--- config.mk ---
export PLATFORM = sky130hd
export DESIGN_NAME = cr_rst_req_ctrl
export DESIGN_NICKNAME = d
export VERILOG_FILES = /design/src/rtl/cr_rst_req_ctrl.sv
export SDC_FILE = /design/constraint.sdc
export NUM_CORES = 1
export LEC_CHECK = 0
export ABC_AREA = 1
export BUFFER_PORTS_ARGS = -buffer_cell sky130_fd_sc_hd__buf_2
export CAP_MARGIN = 40
export CORE_ASPECT_RATIO = 0.7
export CORE_UTILIZATION = 50
export CTS_CLUSTER_SIZE = 30
export DETAILED_ROUTE_END_ITERATION = 10
export PLACE_DENSITY = 0.8
export SYNTH_ARGS = -nofsm -noshare
export SYNTH_HDL_FRONTEND = slang
export SYNTH_SLANG_ARGS = --single-unit
--- constraint.sdc ---
create_clock -name forever_cpuclk -period 1.5 [get_ports forever_cpuclk]
set_clock_uncertainty 0.05 [all_clocks]
set_input_delay 0.15 -clock forever_cpuclk [delete_from_list [all_inputs] [get_ports forever_cpuclk]]
set_output_delay 0.15 -clock forever_cpuclk [all_outputs]
set_load 0.05 [all_outputs]
--- src/rtl/cr_rst_req_ctrl.sv ---
// CPU reset-request sequencer (always-on debug domain): gathers wdt/had/sw requests,
// drives a minimum-width active-low request to the reset top and tracks the handshake.
module cr_rst_req_ctrl #(
    parameter int HOLD_CYC = 16,
    parameter int ACK_TO   = 64,
    parameter int COOL_CYC = 8
) (
    input  logic       forever_cpuclk,
    input  logic       hadrst_b,
    input  logic       wdt_rst_req,
    input  logic       had_rst_req,
    input  logic       sw_rst_req,
    input  logic       rst_cause_clr,
    input  logic       cpurst_b,
    output logic       rst_req_cpu_b,
    output logic       rst_req_busy,
    output logic [2:0] rst_cause,
    output logic       rst_err,
    output logic       had_rst_ack
);

    localparam logic [7:0] HOLD_LAST = 8'(HOLD_CYC - 1);
    localparam logic [7:0] ACK_LAST  = 8'(ACK_TO - 1);
    localparam logic [7:0] COOL_LAST = 8'(COOL_CYC - 1);

    typedef enum logic [2:0] {
        ST_IDLE     = 3'd0,
        ST_ASSERT   = 3'd1,
        ST_WAIT_ACK = 3'd2,
        ST_RELEASE  = 3'd3,
        ST_COOL     = 3'd4
    } state_t;

    state_t     state_r, state_s;
    logic [7:0] cnt_r, cnt_s;
    logic [2:0] pend_r, pend_s;
    logic [2:0] req_s, pend_req_s, capture_s;
    logic [2:0] cause_r, cause_s;
    logic       had_seq_r, had_seq_s;
    logic       err_r, err_s, err_set_s;
    logic       req_cpu_b_r, req_cpu_b_s;
    logic       busy_r, busy_s;
    logic       ack_r, ack_s;
    logic [1:0] sync_r;
    logic       cpurst_s;

    assign req_s      = {wdt_rst_req, had_rst_req, sw_rst_req};
    assign pend_req_s = pend_r | req_s;
    assign cpurst_s   = sync_r[1];

    assign rst_req_cpu_b = req_cpu_b_r;
    assign rst_req_busy  = busy_r;
    assign rst_cause     = cause_r;
    assign rst_err       = err_r;
    assign had_rst_ack   = ack_r;

    // Two-flop synchroniser for the asynchronous CPU reset coming back from the reset top
    always_ff @(posedge forever_cpuclk or negedge hadrst_b) begin
        if (!hadrst_b) begin
            sync_r <= 2'b11;
        end else begin
            sync_r <= {sync_r[0], cpurst_b};
        end
    end

    // Next-state, counter, pending/cause bookkeeping and next registered outputs
    always_comb begin
        state_s   = state_r;
        cnt_s     = cnt_r;
        pend_s    = pend_req_s;
        had_seq_s = had_seq_r;
        capture_s = 3'b000;
        err_set_s = 1'b0;
        case (state_r)
            ST_IDLE: begin
                cnt_s = 8'd0;
                if (pend_req_s != 3'b000) begin
                    state_s   = ST_ASSERT;
                    pend_s    = 3'b000;
                    capture_s = pend_req_s;
                    had_seq_s = pend_req_s[1];
                end else begin
                    state_s = ST_IDLE;
                end
            end
            ST_ASSERT: begin
                if (cnt_r == HOLD_LAST) begin
                    state_s = ST_WAIT_ACK;
                    cnt_s   = 8'd0;
                end else begin
                    cnt_s = cnt_r + 8'd1;
                end
            end
            ST_WAIT_ACK: begin
                if (!cpurst_s) begin
                    state_s = ST_RELEASE;
                    cnt_s   = 8'd0;
                end else if (cnt_r == ACK_LAST) begin
                    state_s   = ST_RELEASE;
                    cnt_s     = 8'd0;
                    err_set_s = 1'b1;
                end else begin
                    cnt_s = cnt_r + 8'd1;
                end
            end
            // No timeout here: a held pad reset keeps the sequence parked
            ST_RELEASE: begin
                if (cpurst_s) begin
                    state_s = ST_COOL;
                    cnt_s   = 8'd0;
                end else begin
                    state_s = ST_RELEASE;
                end
            end
            ST_COOL: begin
                if (cnt_r == COOL_LAST) begin
                    state_s = ST_IDLE;
                    cnt_s   = 8'd0;
                end else begin
                    cnt_s = cnt_r + 8'd1;
                end
            end
            default: begin
                state_s   = ST_IDLE;
                cnt_s     = 8'd0;
                had_seq_s = 1'b0;
            end
        endcase

        // A clear in the same cycle as a capture/error keeps only the newly written bits
        cause_s     = rst_cause_clr ? capture_s : (cause_r | capture_s);
        err_s       = rst_cause_clr ? err_set_s : (err_r | err_set_s);
        req_cpu_b_s = !((state_s == ST_ASSERT) || (state_s == ST_WAIT_ACK));
        busy_s      = (state_s != ST_IDLE);
        ack_s       = (state_s == ST_COOL) && (state_r != ST_COOL) && had_seq_r;
    end

    // State and registered-output flops
    always_ff @(posedge forever_cpuclk or negedge hadrst_b) begin
        if (!hadrst_b) begin
            state_r     <= ST_IDLE;
            cnt_r       <= 8'd0;
            pend_r      <= 3'b000;
            had_seq_r   <= 1'b0;
            cause_r     <= 3'b000;
            err_r       <= 1'b0;
            req_cpu_b_r <= 1'b1;
            busy_r      <= 1'b0;
            ack_r       <= 1'b0;
        end else begin
            state_r     <= state_s;
            cnt_r       <= cnt_s;
            pend_r      <= pend_s;
            had_seq_r   <= had_seq_s;
            cause_r     <= cause_s;
            err_r       <= err_s;
            req_cpu_b_r <= req_cpu_b_s;
            busy_r      <= busy_s;
            ack_r       <= ack_s;
        end
    end

endmodule

Word level (Yosys, flattened, before mapping)
Index checks and enable logic that the tools add are counted.
{"block": "op_classes", "eq_ne": 13, "bitwise_logic": 4, "add_sub_neg": 1, "n_reduce_logical": 9, "n_mux": 24}
{"operator": "2-to-1 mux 8 bit", "n": 5}
{"operator": "one-hot mux 8 bit (4 select lines)", "n": 1}
{"operator": "2-to-1 mux 3 bit", "n": 10}
{"operator": "one-hot mux 3 bit (5 select lines)", "n": 1}
{"operator": "== test 3 x 2 -> 1 bit (second input constant)", "n": 3}
{"operator": "adder 8 x 1 -> 8 bit (second input constant)", "n": 1}
{"operator": "== test 8 x 3 -> 1 bit (second input constant)", "n": 1}
{"operator": "== test 8 x 4 -> 1 bit (second input constant)", "n": 1}
{"operator": "== test 8 x 6 -> 1 bit (second input constant)", "n": 1}
{"operator": "== test 3 x 1 -> 1 bit (second input constant)", "n": 2}
{"operator": "== test 3 bit (second input constant)", "n": 2}
{"operator": "2-to-1 mux 1 bit", "n": 6}
{"operator": "OR 3 bit", "n": 2}
{"operator": "nonzero test 3 bit", "n": 2}
{"operator": "!= test 2 bit (second input constant)", "n": 2}
{"operator": "OR reduction 4 bit", "n": 1}
{"operator": "zero test 3 bit", "n": 1}
{"operator": "!= test 3 bit (second input constant)", "n": 1}
{"operator": "logical AND 1 bit", "n": 2}
{"operator": "one-hot mux 1 bit (2 select lines)", "n": 1}
{"operator": "AND reduction 2 bit", "n": 1}
{"operator": "zero test 1 bit", "n": 1}
{"operator": "logical OR 1 bit", "n": 1}
{"operator": "inverter 1 bit", "n": 1}
{"operator": "OR 1 bit", "n": 1}
{"block": "totals", "in_bits": 7, "elab_cells": 61, "ff_bits": 24}

Logic depth before layout (Yosys ltp)
Gate-level depths: netlist of the first run.
{"block": "logic_depth", "depth_word": 7, "mapped_depth": 9}

Least setup slack after synthesis of the first run
OpenSTA, ideal clock, no wires.
{"block": "synth_path", "path_kind": "reg2reg", "startpoint": "register cnt_r[0]", "endpoint": "register cnt_r[5]", "period_less_slack_ns": 1.374, "path_buffers": 0, "setup_time_ns": 0.121, "t_required_ns": 1.329, "path_slack_ns": 0.126, "path_stages_with_launch": 7, "arrival_ns": 1.204, "path_cell_list": "dfrtp_1 -> ha_1 -> nand3_4 -> o21ai_2 -> o211ai_1 -> nor2_1 -> nor2_1"}
{"block": "synth_via", "elab_chain_cells": 4}
{"element": "start, declared", "line": "35", "rtl": "logic [7:0] cnt_r, cnt_s;"}
{"element": "start signal, assigned", "line": "152", "rtl": "cnt_r <= cnt_s;"}
{"element": "adder 8 x 1 -> 8 bit / == test 8 x 6 -> 1 bit (equally long branches)"}
{"element": "2-to-1 mux 8 bit", "line": "98", "rtl": "end else if (cnt_r == ACK_LAST) begin"}
{"element": "2-to-1 mux 8 bit", "line": "95", "rtl": "if (!cpurst_s) begin"}
{"element": "one-hot mux 8 bit (4 select lines) (*)", "line": "74", "rtl": "case (state_r)"}
Mark *: on every way between the ends. The rest lies on a longest branch, timed or not.
A chain may end at the register's enable or synchronous reset.

Final worst setup path of the first run
{"block": "layout_path", "startpoint": "register cnt_r[4]", "endpoint": "register cnt_r[5]"}
The elaborated chain is that of the path after synthesis.

==> results of run 1 <==
[synthesized netlist by cell type]
master and count:
sky130_fd_sc_hd__nor3_2 1, sky130_fd_sc_hd__dfrtp_1 21, sky130_fd_sc_hd__and2_2 1, sky130_fd_sc_hd__o21ai_2 2
sky130_fd_sc_hd__nor2_1 27, sky130_fd_sc_hd__a21oi_1 1, sky130_fd_sc_hd__nand2_1 26, sky130_fd_sc_hd__ha_1 1
sky130_fd_sc_hd__nand3_1 10, sky130_fd_sc_hd__dfstp_2 3, sky130_fd_sc_hd__inv_1 18, sky130_fd_sc_hd__nor3_1 1
sky130_fd_sc_hd__nand3_4 1, sky130_fd_sc_hd__inv_2 1, sky130_fd_sc_hd__o21ai_0 5, sky130_fd_sc_hd__o32ai_1 3
sky130_fd_sc_hd__nand4_1 5, sky130_fd_sc_hd__nand3b_1 1, sky130_fd_sc_hd__o22ai_1 1, sky130_fd_sc_hd__xnor2_1 1
sky130_fd_sc_hd__o211ai_1 1, sky130_fd_sc_hd__xor2_1 4
[per-stage QoR]
step / worst slack, ns / TNS, ns / cell area [sq um] / cells
floorplan: 0.126 / 0 / 1150 / 135
global placement: 0.0377 / 0 / 1280 / 184
detailed placement: -0.0858 / -0.200 / 1280 / 184
CTS: 0.00259 / 0 / 1400 / 195
global route: -0.121 / -0.364 / 1460 / 197
finish: -0.0101 / -0.0173 / 1460 / 197
[cells by family after synthesis]
logic type / Yosys count
buffers and inverters: 19
XOR/XNOR: 5
AND/OR/NAND/NOR: 73
flip-flops: 24
adder cells (fa/ha/maj): 1
AO/OA/AOI/OAI: 13
[path summary, 6_finish.rpt]
| kind | endpoint | slack (ns) | cells past startpoint |
|---|---|---|---|
| worst max-delay path | cnt_r[5] | -0.01 | 6 |
| worst min-delay path | rst_cause[0] | 0.02 | 2 |
| worst max register to register | cnt_r[5] | -0.01 | 6 |
| worst min register to register | sync_r[1] | 0.32 | 0 |
| max in group asynchronous | sync_r[1] | 0.75 | 2 |
| min in group asynchronous | rst_cause[0] | 0.27 | 2 |
[worst max-delay path: stages, from the launching register on]
cell	delay, ns
sky130_fd_sc_hd__dfrtp_1	0.43
sky130_fd_sc_hd__nor2_2	0.21
sky130_fd_sc_hd__nand2_4	0.09
sky130_fd_sc_hd__o21ai_4	0.21
sky130_fd_sc_hd__o211ai_1	0.19
sky130_fd_sc_hd__nor2_1	0.18
sky130_fd_sc_hd__nor2_1	0.06
[registers in the layout, summed over array words and instances, names as in the netlist]
register / flops
rst_req_busy: 1
cnt_r: 8
sync_r: 2
pend_r: 3
rst_err: 1
rst_cause: 3
had_rst_ack: 1
state_r: 3
had_seq_r: 1
rst_req_cpu_b: 1
[routing by layer]
layer	part of all wire, %	global-route usage [%]	up-vias
met1	48	32.7	472
met2	46	33.9	29
li1	-	-	497
met4	1.0	4.76	0
met5	0	0	-
met3	4.9	6.48	5
[power by group]
group	internal [W]	switching [W]	total, W
Combinational	0.000423	0.000732	0.00115
Sequential	0.000848	0.000152	0.00100
Clock	0.000104	0.000179	0.000283
[what timing repair did]
action                                  in CTS  in global routing
resized for setup                            7                 16
buffers inserted                             5                  2
pin swaps                                    3                  7
hold buffers                                 2                  0
endpoints found under the hold margin       22                  0
endpoints found under the setup margin       5                 12
[layout make-up]
type | instances | area [sq um]
Clock buffer | 4 | 26.3
Fill cell | 181 | 693
Inverter | 19 | 73.8
Multi-Input combinational cell | 92 | 547
Sequential cell | 24 | 607
Tap cell | 32 | 40.0
Timing Repair Buffer | 26 | 168
[cell usage in the layout, fill, tap and decap left out, drive strengths merged, types with 4 or more instances in the layout]
cell type,synthesis,routed
inv,19,19
nand4,5,5
nand2,26,26
dfrtp,21,21
o21ai,7,7
xor2,4,4
nor2,27,27
nand3,11,11
buf,0,24
clkbuf,0,4
==> reports/summary.md, run 1 <==
The run finished, with violations left. The checks that failed: setup timing. In this run the critical register-to-register path is launched from cnt_r[4].

The largest net degree at the start of global routing was 25. The tools report the area of the core region as 2150 sq um. In this run the worst hold path is classified as input pin to flip-flop. For the final count of hold timing violations, the log shows 0. The critical path starts at cnt_r[4].

The root buffer cell chosen for the clock tree is sky130_fd_sc_hd__clkbuf_4. After detailed routing, the number of vias per cell comes to 5.09. Overall power consumption after layout is estimated at 0.00244 W.

Across every metal layer, demand over resource in global routing totals 22.7%. The highest net fanout along the worst path came out at 5. The startpoint of the most critical hold path is rst_cause_clr. The cell type with the largest total area after synthesis is sky130_fd_sc_hd__dfrtp_1. Measured along the y axis, the die boundary spans 42.1 um.

The port buffer count was 13. Summing the areas of all compound-gate instances in the mapped netlist gives 7.63% of the synthesized area. Setup violations remaining at the end of the flow were counted as 2.

The number of global-route vias before repair is 942, and the initial antenna violation count is 0. The wire-length estimate of the detail-placed layout is 1830 um. The logs give 0 for the number of antenna-violating nets in the routed design and 0.32 ns for the clock insertion delay at the later pin of the skew report. The number of nets in the synthesized netlist is 143. The routed length per instance was 13.1 um; the first-pass GRT wire length was 4150 um. Routability-driven placement finished with a final weighted congestion of 0.895. The tools report the initial cell density of the core as 53.3%. The count of unique library cells instantiated by Yosys is 22.

Combinational family with the most area after synthesis: simple AND/OR/NAND/NOR gates. STA classifies the critical path endpoint as a flip-flop. Setup repair after global routing could not meet its margin everywhere.

For the final standard cell utilization of the core, the log shows 67.8%. Across the VDD grid, the largest voltage drop is 0.000963 V. The routed design could run at a clock period as short as 1.51 ns.

The total power per unit cell area was 1670 nW/um^2. Synthesis produced a netlist whose cell count is 135. The portion of synthesized area spent on multiplexers is 0%. The run gives 1.67 ns as the arrival time of the worst setup path. In this run the tightest slew margin relative to its limit is 65.4%.

TritonCTS built the clock tree. After synthesis, flip-flops and latches occupy 52.7% of the total area. The routed layout has 1,003 vias.

Final wirelength: 2580 um. The setup slack after layout was -0.0101 ns. The clock net in this run drives a total of 24 sinks. Of the total synthesized cell area, the portion taken by AND, OR, NAND and NOR gates is 28.6%. Each instance of the synthesized netlist takes up on average 8.50 sq um. The mapped netlist covers 1150 sq um.

The type of the worst setup path was flip-flop to flip-flop. For the diode insertion count for antenna repair, the log shows 0. Buffers inserted during clock tree synthesis total 3. The ratio of cells with drive above 1 in the final layout is 29.7%. The floorplan has 14 rows. Derived from the worst setup path, the maximum achievable clock frequency is 0.662 GHz. The first routing iteration left 33 violations. Summed over all cells, the static leakage comes to 0.702 nW.

The tools report the final-stage net count as 174. The count of state elements after synthesis is 24. The fraction of synthesized cell area in xor and xnor cells was 3.82%. STA classifies the critical path startpoint as a flip-flop. The tool flagged a number of max-cap violations equal to 0. Compared with the post-synthesis result, the final layout area differs by 27.4%.

The area fraction of the dominant cell type after synthesis is 45.8%, and the die outline area is 2490 sq um. After clock tree synthesis, the clock-pin slew on the worst setup and hold paths is 0.12 ns. The total number of H-tree levels is 1. For this run, design rule violations remaining after detail routing come to 0.

For the pin with the worst max-slew slack, the measured transition is 0.519 ns. 14 I/O pins were placed. In the finished design, the share of the clock period the worst path needs comes to 101%. From left edge to right edge, the die measures 59.3 um.

Across all hold checks on the routed design, the worst slack comes to 0.0225 ns. Length of the first detailed-routing pass in iterations: 4. The tools report the Yosys warning count as 0.

Global routing finished with a remaining overflow of 0. In the post-synthesis netlist, the biggest area contributors are sky130_fd_sc_hd__dfrtp_1 (46%), sky130_fd_sc_hd__nor2_1 (8.8%), sky130_fd_sc_hd__nand2_1 (8.5%), sky130_fd_sc_hd__dfstp_2 (6.9%), sky130_fd_sc_hd__inv_1 (5.9%). No sink is reached through more buffers than the 2 on the longest clock path.

The total count of max-transition violations in the final report came out at 0. STA puts the critical path data required time at 1.66 ns. Adder and majority gate portion of the synthesized area: 1.09%.
(Power assumes the default switching activity.)
==> inputs of run 2 (changes only) <==
ABC_AREA = default   (was 1)
==> reports/summary.md, run 2 <==
The flow ran to the end, but the final reports show violations. The final reports fail on setup timing. For the number of placement rows, the log shows 14. The die outline height works out to 43.2 um. Compared with the post-synthesis result, the final layout area differs by 41.0%. Once the floorplan was initialized, standard cells occupied 54.6% of the core. The static power due to leakage was 0.774 nW; the final wirelength was 2920 um. IR analysis of the VDD net gives a maximum drop of 0.00102 V. Counting flops and latches in the post-synthesis netlist gives 24.

The internal portion of the total power is 0.00169 W. Combinational logic is responsible for 53.5% of the overall power. In the routed design, unresolved DRC markers number 0. The critical path is of the flip-flop to flip-flop type. For the pin with the worst max-slew slack, the measured transition is 0.533 ns. The total power per unit cell area is 1600 nW/um^2, and the normalized max-slew margin is 64.5%.

Number of setup violations in the final report: 12. Final count of hold timing violations: 0. The share of synthesized area in the top cell type comes to 43.3%. At the worst endpoint, the required time is 1.66 ns. After the first detailed-routing iteration, the DRC count stood at 22. For the initial antenna violation count, the log shows 0. After detailed routing, the average wire length per cell comes to 14.5 um.

Counting both buffers and inverters, the worst setup path holds a total of 0. Summing all multi-input logic gate instances after layout gives 643 sq um. The port buffer count was 13. At the later pin of the worst-skew pair, clock insertion delay measures 0.32 ns. The synthesized netlist contains 42 unique library cells. Timing would allow up to 0.493 GHz.

After synthesis, the most frequently instantiated cells are sky130_fd_sc_hd__dfrtp_1 (21), sky130_fd_sc_hd__nor2_1 (13), sky130_fd_sc_hd__nand2_1 (8). Each instance of the synthesized netlist takes up on average 10.2 sq um. The die outline area is 2630 sq um. On the critical path the largest part of the delay comes from simple AND/OR/NAND/NOR gates. Clock-pin slew was measured on the worst setup and hold paths at 0.13 ns. The per-cell via count in the routed design came out at 5.46.

The total instance count after detailed placement was 192. In the layout the commonest cells are sky130_fd_sc_hd__buf_4 (31), sky130_fd_sc_hd__dfrtp_1 (21), sky130_fd_sc_hd__buf_2 (13), sky130_fd_sc_hd__nor2_1 (12), sky130_fd_sc_hd__nand2_1 (8). The most used flip-flop cell after synthesis is sky130_fd_sc_hd__dfrtp_1.

The logs give 0 for the Yosys warning count and 0 for the max-cap check violation count. Along the worst path, the maximum fanout reaches 2. The worst setup path is captured at a flip-flop. The run gives 0 as the diode insertion count for antenna repair. The HPWL after detailed placement is 2120 um. The sequential cells in the finished layout cover a total of 604 sq um.

The largest total area in the synthesized netlist belongs to sky130_fd_sc_hd__dfrtp_1. Setup repair after global routing could not meet its margin everywhere. For the part of the power in the clock network, the log shows 12.5%.

Sorting the synthesized cells by area gives the leading types as sky130_fd_sc_hd__dfrtp_1 (43%), sky130_fd_sc_hd__dfstp_2 (6.5%), sky130_fd_sc_hd__nor2_1 (4.0%), sky130_fd_sc_hd__a21oi_1 (2.5%), sky130_fd_sc_hd__nor3_1 (2.5%). In this run the worst setup path begins at cnt_r[6]. The logs give 0 for the number of antenna-violating nets in the routed design and 127 for the net count after synthesis. Of the synthesized area, sequential elements account for 49.8%.

The cell area after technology mapping is 1210 sq um. Yosys instantiated no cell more often than sky130_fd_sc_hd__dfrtp_1. For this run, the detailed router's first-pass iteration total came to 4. The final-stage net count was 178. The count of flip-flops with a built-in enable after synthesis was 0; the total clock buffers created by CTS was 3. The overall die width is 60.9 um.

Walking the worst path, the cells encountered are or4_4, o21ai_4, o21ai_2, or3_4, or3_1. The total overflow left after global routing is 0. Fill cells in the final layout number 145.

For the setup slack after layout, the log shows -0.527 ns. Dividing the final minimum period by the clock period gives 135%. The count of pins on the block boundary is 14.

Switching share of total power: 38.3%. The share of flip-flops with an asynchronous set or reset after synthesis is 100%. The analysis attributes to net switching a power of 0.00105 W. Excluding fillers, the count of instances in the completed layout stands at 201. Routability-driven placement finished with a final weighted congestion of 0.904.

The number of global-route vias before repair was 1,122; the total count of max-transition violations in the final report was 0. The path class of the tightest hold or removal check is input pin to flip-flop. Global routing used 26.5% of the available tracks. In this run the standard cell core region covers 2220 sq um. The gate count of the mapped netlist came out at 119. For the final routed database, the setup TNS stands at -4.54 ns. The startpoint identified for the worst hold timing path is had_rst_req.

TritonCTS built the clock tree. Detailed routing inserted a total of 1,098 vias. The flip-flop count of the largest register, all copies and words added is 8, and the sink count of the clock tree is 24. The tools report the clock root buffer as sky130_fd_sc_hd__clkbuf_4.

The slowest stage of the critical path belongs to the cell sky130_fd_sc_hd__or4_4. The ratio of cells with drive above 1 in the final layout was 46.7%; the part of the total power dissipated in sequential elements was 34.0%. The longest clock path from root to sink contains 2 buffers. The library cell used most frequently in the layout, excluding fill and tap cells, is sky130_fd_sc_hd__buf_4. The worst path needs 2.03 ns of the cycle, external delays included. The logs give 1 for the total number of H-tree levels and 25 for the largest net degree at the start of global routing.

Startpoint of the worst-slack reg-to-reg timing path: cnt_r[6]. cnt_r holds more flip-flops than any other register. For this run, the slowest stage of the critical path takes 0.56 ns.

STA classifies the critical path startpoint as a flip-flop. The logs give 5010 um for the first-pass GRT wire length and 2.19 ns for the arrival time of the worst setup path.
[run 2: routing by layer]
| metal | track usage, % | part of all wire [%] |
|---|---|---|
| met3 | 7.01 | 5.0 |
| met1 | 35.1 | 44 |
| met5 | 0 | 0 |
| met4 | 8.18 | 1.4 |
| met2 | 42.2 | 49 |
[run 2: area by class of cell]
| type | count | share of cell area, % |
|---|---|---|
| clock buffer | 4 | 2.12 |
| multi-input combinational | 84 | 37.6 |
| timing repair buffer | 50 | 21.1 |
| sequential | 24 | 35.3 |
| inverter | 7 | 1.54 |
| tap | 32 | 2.34 |
[run 2: worst paths after layout]
kind / end / slack [ns] / cells past startpoint
worst max register to register: rst_req_busy / -0.53 / 5
worst min-delay path: pend_r[1] / 0.15 / 4
worst min register to register: sync_r[1] / 0.32 / 0
worst max-delay path: rst_req_busy / -0.53 / 5
max in group asynchronous: sync_r[0] / 0.75 / 2
min in group asynchronous: had_rst_ack / 0.28 / 2
[run 2: kinds of logic (layout without fill, tap and decap cells)]
kind of cell | after synthesis | in the layout | share of synthesized area, %
xor+xnor | 3 | 3 | 2.17
fa+ha+maj | 1 | 1 | 1.03
buf+inv | 11 | 61 | 4.95
flops | 24 | 24 | 49.8
compound gates | 25 | 25 | 14.5
mux | 1 | 1 | 0.928
simple gates | 54 | 54 | 26.6
[run 2: worst min-delay path: stages]
cell                     delay [ns]
sky130_fd_sc_hd__buf_2         0.08
sky130_fd_sc_hd__nor2_1        0.05
sky130_fd_sc_hd__buf_4         0.14
sky130_fd_sc_hd__nor2_1        0.07
[run 2: power by group through the flow]
stage	registers, W	clock network (W)	logic (W)
3_3_place_gp	0.000929	0	0.00123
2_1_floorplan	0.00112	0	0.000595
5_1_grt	0.000957	0.000385	0.00157
6_report	0.000933	0.000343	0.00147
3_5_place_dp	0.000945	0	0.00127
4_1_cts	0.000936	0.000355	0.00144
[run 2: stage by stage]
step / hold slack, ns / util, % / setup WS (ns) / instance area [sq um] / total power (W)
after floorplan: -0.196 / - / -0.537 / 1220 / 0.00172
after global routing: 0.142 / 76.9 / -0.610 / 1710 / 0.00291
after CTS: 0.00558 / 75.4 / -0.541 / 1680 / 0.00273
after detailed placement: 0.107 / 69.1 / -0.534 / 1540 / 0.00222
after global placement: 0.0936 / 69.1 / -0.457 / 1540 / 0.00216
final: 0.147 / 76.9 / -0.527 / 1710 / 0.00274
[run 2: timing repair]
item                                    CTS  global route
buffers inserted                          1             1
endpoints found under the hold margin    22             1
cloned                                    0             0
resized for setup                        18             3
pin swaps                                 1             0
hold buffers                              2             1
endpoints found under the setup margin   15            17
==> inputs of run 3 (changes only) <==
GPL_TIMING_DRIVEN = 0   (was default)
==> reports/summary.md, run 3 (synthesis results as in run 2) <==
More flip-flops sit in one register than any other, and that register is cnt_r. The checks that failed: setup timing. The detail route stage leaves a number of antenna-violating nets equal to 0. The hold path depth was 3. The first detailed-routing pass ran for 4 iterations. Flip-flop count of the largest register, all copies and words added: 8.

The worst register-to-register path ends at rst_req_busy. The run finished, with violations left. Cells with a size suffix above 1 make up 48.2% of the layout. The tools report the count of pins on the block boundary as 14.

In this run the horizontal extent of the chip is 60.9 um. The net count of the finished layout is 173. After detailed routing, the total wire length is 3140 um. On the critical path, the stage with the largest delay is an instance of sky130_fd_sc_hd__or4_4. The upper clock frequency limit was 0.485 GHz; the overall global routing resource usage was 26.3%. Row generation in the floorplan step produced 14 rows.

The HPWL after detailed placement is 1810 um. The tools report the required time at the worst-slack endpoint as 1.66 ns. The root buffer cell chosen for the clock tree is sky130_fd_sc_hd__clkbuf_4. The worst register-to-register path has a setup slack of -0.56 ns.

Port buffering added 13 buffers. For the initial antenna violation count, the log shows 0. Across the VDD grid, the largest voltage drop is 0.000916 V. The critical path is of the flip-flop to flip-flop type. For the first-pass GRT wire length, the log shows 4940 um. The initial utilization of the core area, before any placement, comes to 54.6%. The worst register-to-register path begins at cnt_r[4].

The arrival time of the worst setup path was 2.23 ns; the routed length per instance was 16.0 um. The delay of the slowest cell on the worst path was 0.56 ns; the clock insertion delay at the later pin of the skew report was 0.32 ns. The path depth of the worst reg2reg path is 5. After detailed routing, the number of remaining DRC violations is 0.

The number of global-route vias before repair came out at 1,033. For the max-cap check violation count, the log shows 0. The largest net degree at the start of global routing was 25; the total count of max-transition violations in the final report was 0. The maximum clock path buffer count came out at 2. The tools report the end point of the worst hold path as rst_cause[2]. The per-cell via count in the routed design came out at 5.61. The multi-input combinational cells in the finished layout cover a total of 669 sq um. Total power per unit cell area: 1620 nW/um^2.

The run gives 608 sq um as the sequential standard cell area. Once layout is complete, the cells apart from fillers number 196. The category of the worst setup path launch point is a flip-flop. After detailed placement, the design holds a cell count of 164.

Traced cell by cell, the critical path runs through or4_4, o21ai_4, o21ai_2, or3_4, or3_1. The worst setup path is captured at a flip-flop. The number of setup violations in the final report is 14, and the total number of H-tree levels is 1. The run gives -0.562 ns as the setup slack after layout.

The run gives 157 as the count of filler cells inserted in the layout. Setup repair after global routing could not meet its margin everywhere. The run gives 0 as the final count of hold timing violations. Total clock buffers created by CTS: 3. Adding up every negative setup slack in the final design gives -4.92 ns. Die outline height: 43.2 um. The detailed router placed 1,100 vias in this run. The repair_antennas step left the layout with diodes totalling 0.

The cell family contributing the most delay on the critical path is simple AND/OR/NAND/NOR gates. TritonCTS built the clock tree. For this design the static power due to leakage is 0.737 nW. The top cell types in the final layout, fill and taps aside, are sky130_fd_sc_hd__buf_4 (20), sky130_fd_sc_hd__dfrtp_1 (18), sky130_fd_sc_hd__buf_2 (13), sky130_fd_sc_hd__nor2_1 (9), sky130_fd_sc_hd__buf_6 (8).

For the pin with the worst max-slew slack, the measured transition is 0.529 ns. The period utilization is 137%, and the clock-pin slew of the registers on the worst-case setup and hold paths is 0.13 ns. Class of the tightest hold or removal check: input pin to flip-flop.

The area of the core region is 2220 sq um, and the normalized max-slew margin is 64.8%. Die outline area: 2630 sq um. The sink count of the clock tree is 24, and the minimum period implied by the final worst setup slack is 2.06 ns.

The congestion estimate from routability-driven global placement came to 0.834. The library cell used most frequently in the layout, excluding fill and tap cells, is sky130_fd_sc_hd__buf_4. After the first detailed-routing iteration, the DRC count stood at 86. The number of buffer and inverter stages on the critical path is 0, and the highest net fanout along the worst path is 2. The startpoint of the most critical hold path is wdt_rst_req. The post-synthesis to final-layout area growth was 41.8%. After global routing the overflow that remains totals 0.
## run 3: cell count changes in the layout (fill, tap and decap cells not counted), moves of 2 or more
| cell | delta |
|---|---|
| sky130_fd_sc_hd__buf_4 | -11 |
| sky130_fd_sc_hd__buf_6 | +5 |
| sky130_fd_sc_hd__dfrtp_1 | -3 |
| sky130_fd_sc_hd__dfrtp_2 | +3 |
| sky130_fd_sc_hd__nor2_1 | -3 |
| sky130_fd_sc_hd__nor2_2 | +2 |
## run 3: tightest hold or removal path, delay by kind of cell
kind                   cells  cell delay, ns
AO/OA/AOI/OAI              1            0.08
buffers and inverters      1            0.08
AND/OR/NAND/NOR            1            0.07
## run 3: how the worst max path moves through the flow
stage / endpoint / slack (ns) / from / cells past startpoint
after global routing: rst_req_busy / -0.59 / cnt_r[4] / 5
after CTS: rst_req_busy / -0.56 / cnt_r[6] / 5
after detailed placement: rst_req_busy / -0.64 / cnt_r[7] / 5
final: rst_req_busy / -0.56 / cnt_r[4] / 5
after floorplan: rst_req_busy / -0.54 / cnt_r[6] / 5
after global placement: rst_req_busy / -0.61 / cnt_r[6] / 5
## run 3: report_power, final
group	internal [W]	total (W)	leakage [nW]	switching (W)
logic	0.000744	0.00153	0.433	0.000791
clock network	0.000104	0.000293	0.0150	0.000189
registers	0.000830	0.000965	0.289	0.000134
## run 3: cell type report
class	instances	share of cell area, %
buffer	4	2.84
clock buffer	4	1.53
inverter	7	1.53
multi-input combinational	84	38.9
sequential	24	35.3
tap	32	2.33
timing repair buffer	41	17.5
## run 3: stage by stage
step | util [%] | area [sq um] | setup slack [ns] | hold slack (ns) | power, W
floorplan | - | 1220 | -0.537 | -0.196 | 0.00172
global placement | 59.8 | 1330 | -0.611 | 0.0932 | 0.00189
detailed placement | 59.8 | 1330 | -0.639 | 0.106 | 0.00194
CTS | 71.3 | 1590 | -0.563 | 0.0428 | 0.00262
global route | 77.3 | 1720 | -0.594 | 0.0712 | 0.00295
finish | 77.3 | 1720 | -0.562 | 0.0633 | 0.00279
## run 3: what timing repair did
item | 4_1_cts | 5_1_grt
cloned | 0 | 0
resized for setup | 20 | 19
hold buffers | 3 | 0
setup buffers | 16 | 10
hold endpoints to repair | 23 | 0
pin swaps | 5 | 8
setup endpoints to repair | 14 | 14
## run 3: routing by layer
metal  wire [um]  track usage (%)  up-vias
li1            -                -      517
met1        1300             35.7      536
met2        1600             41.5       39
met3         159             5.79        8
met4          73             8.18        0
met5           0                0        -
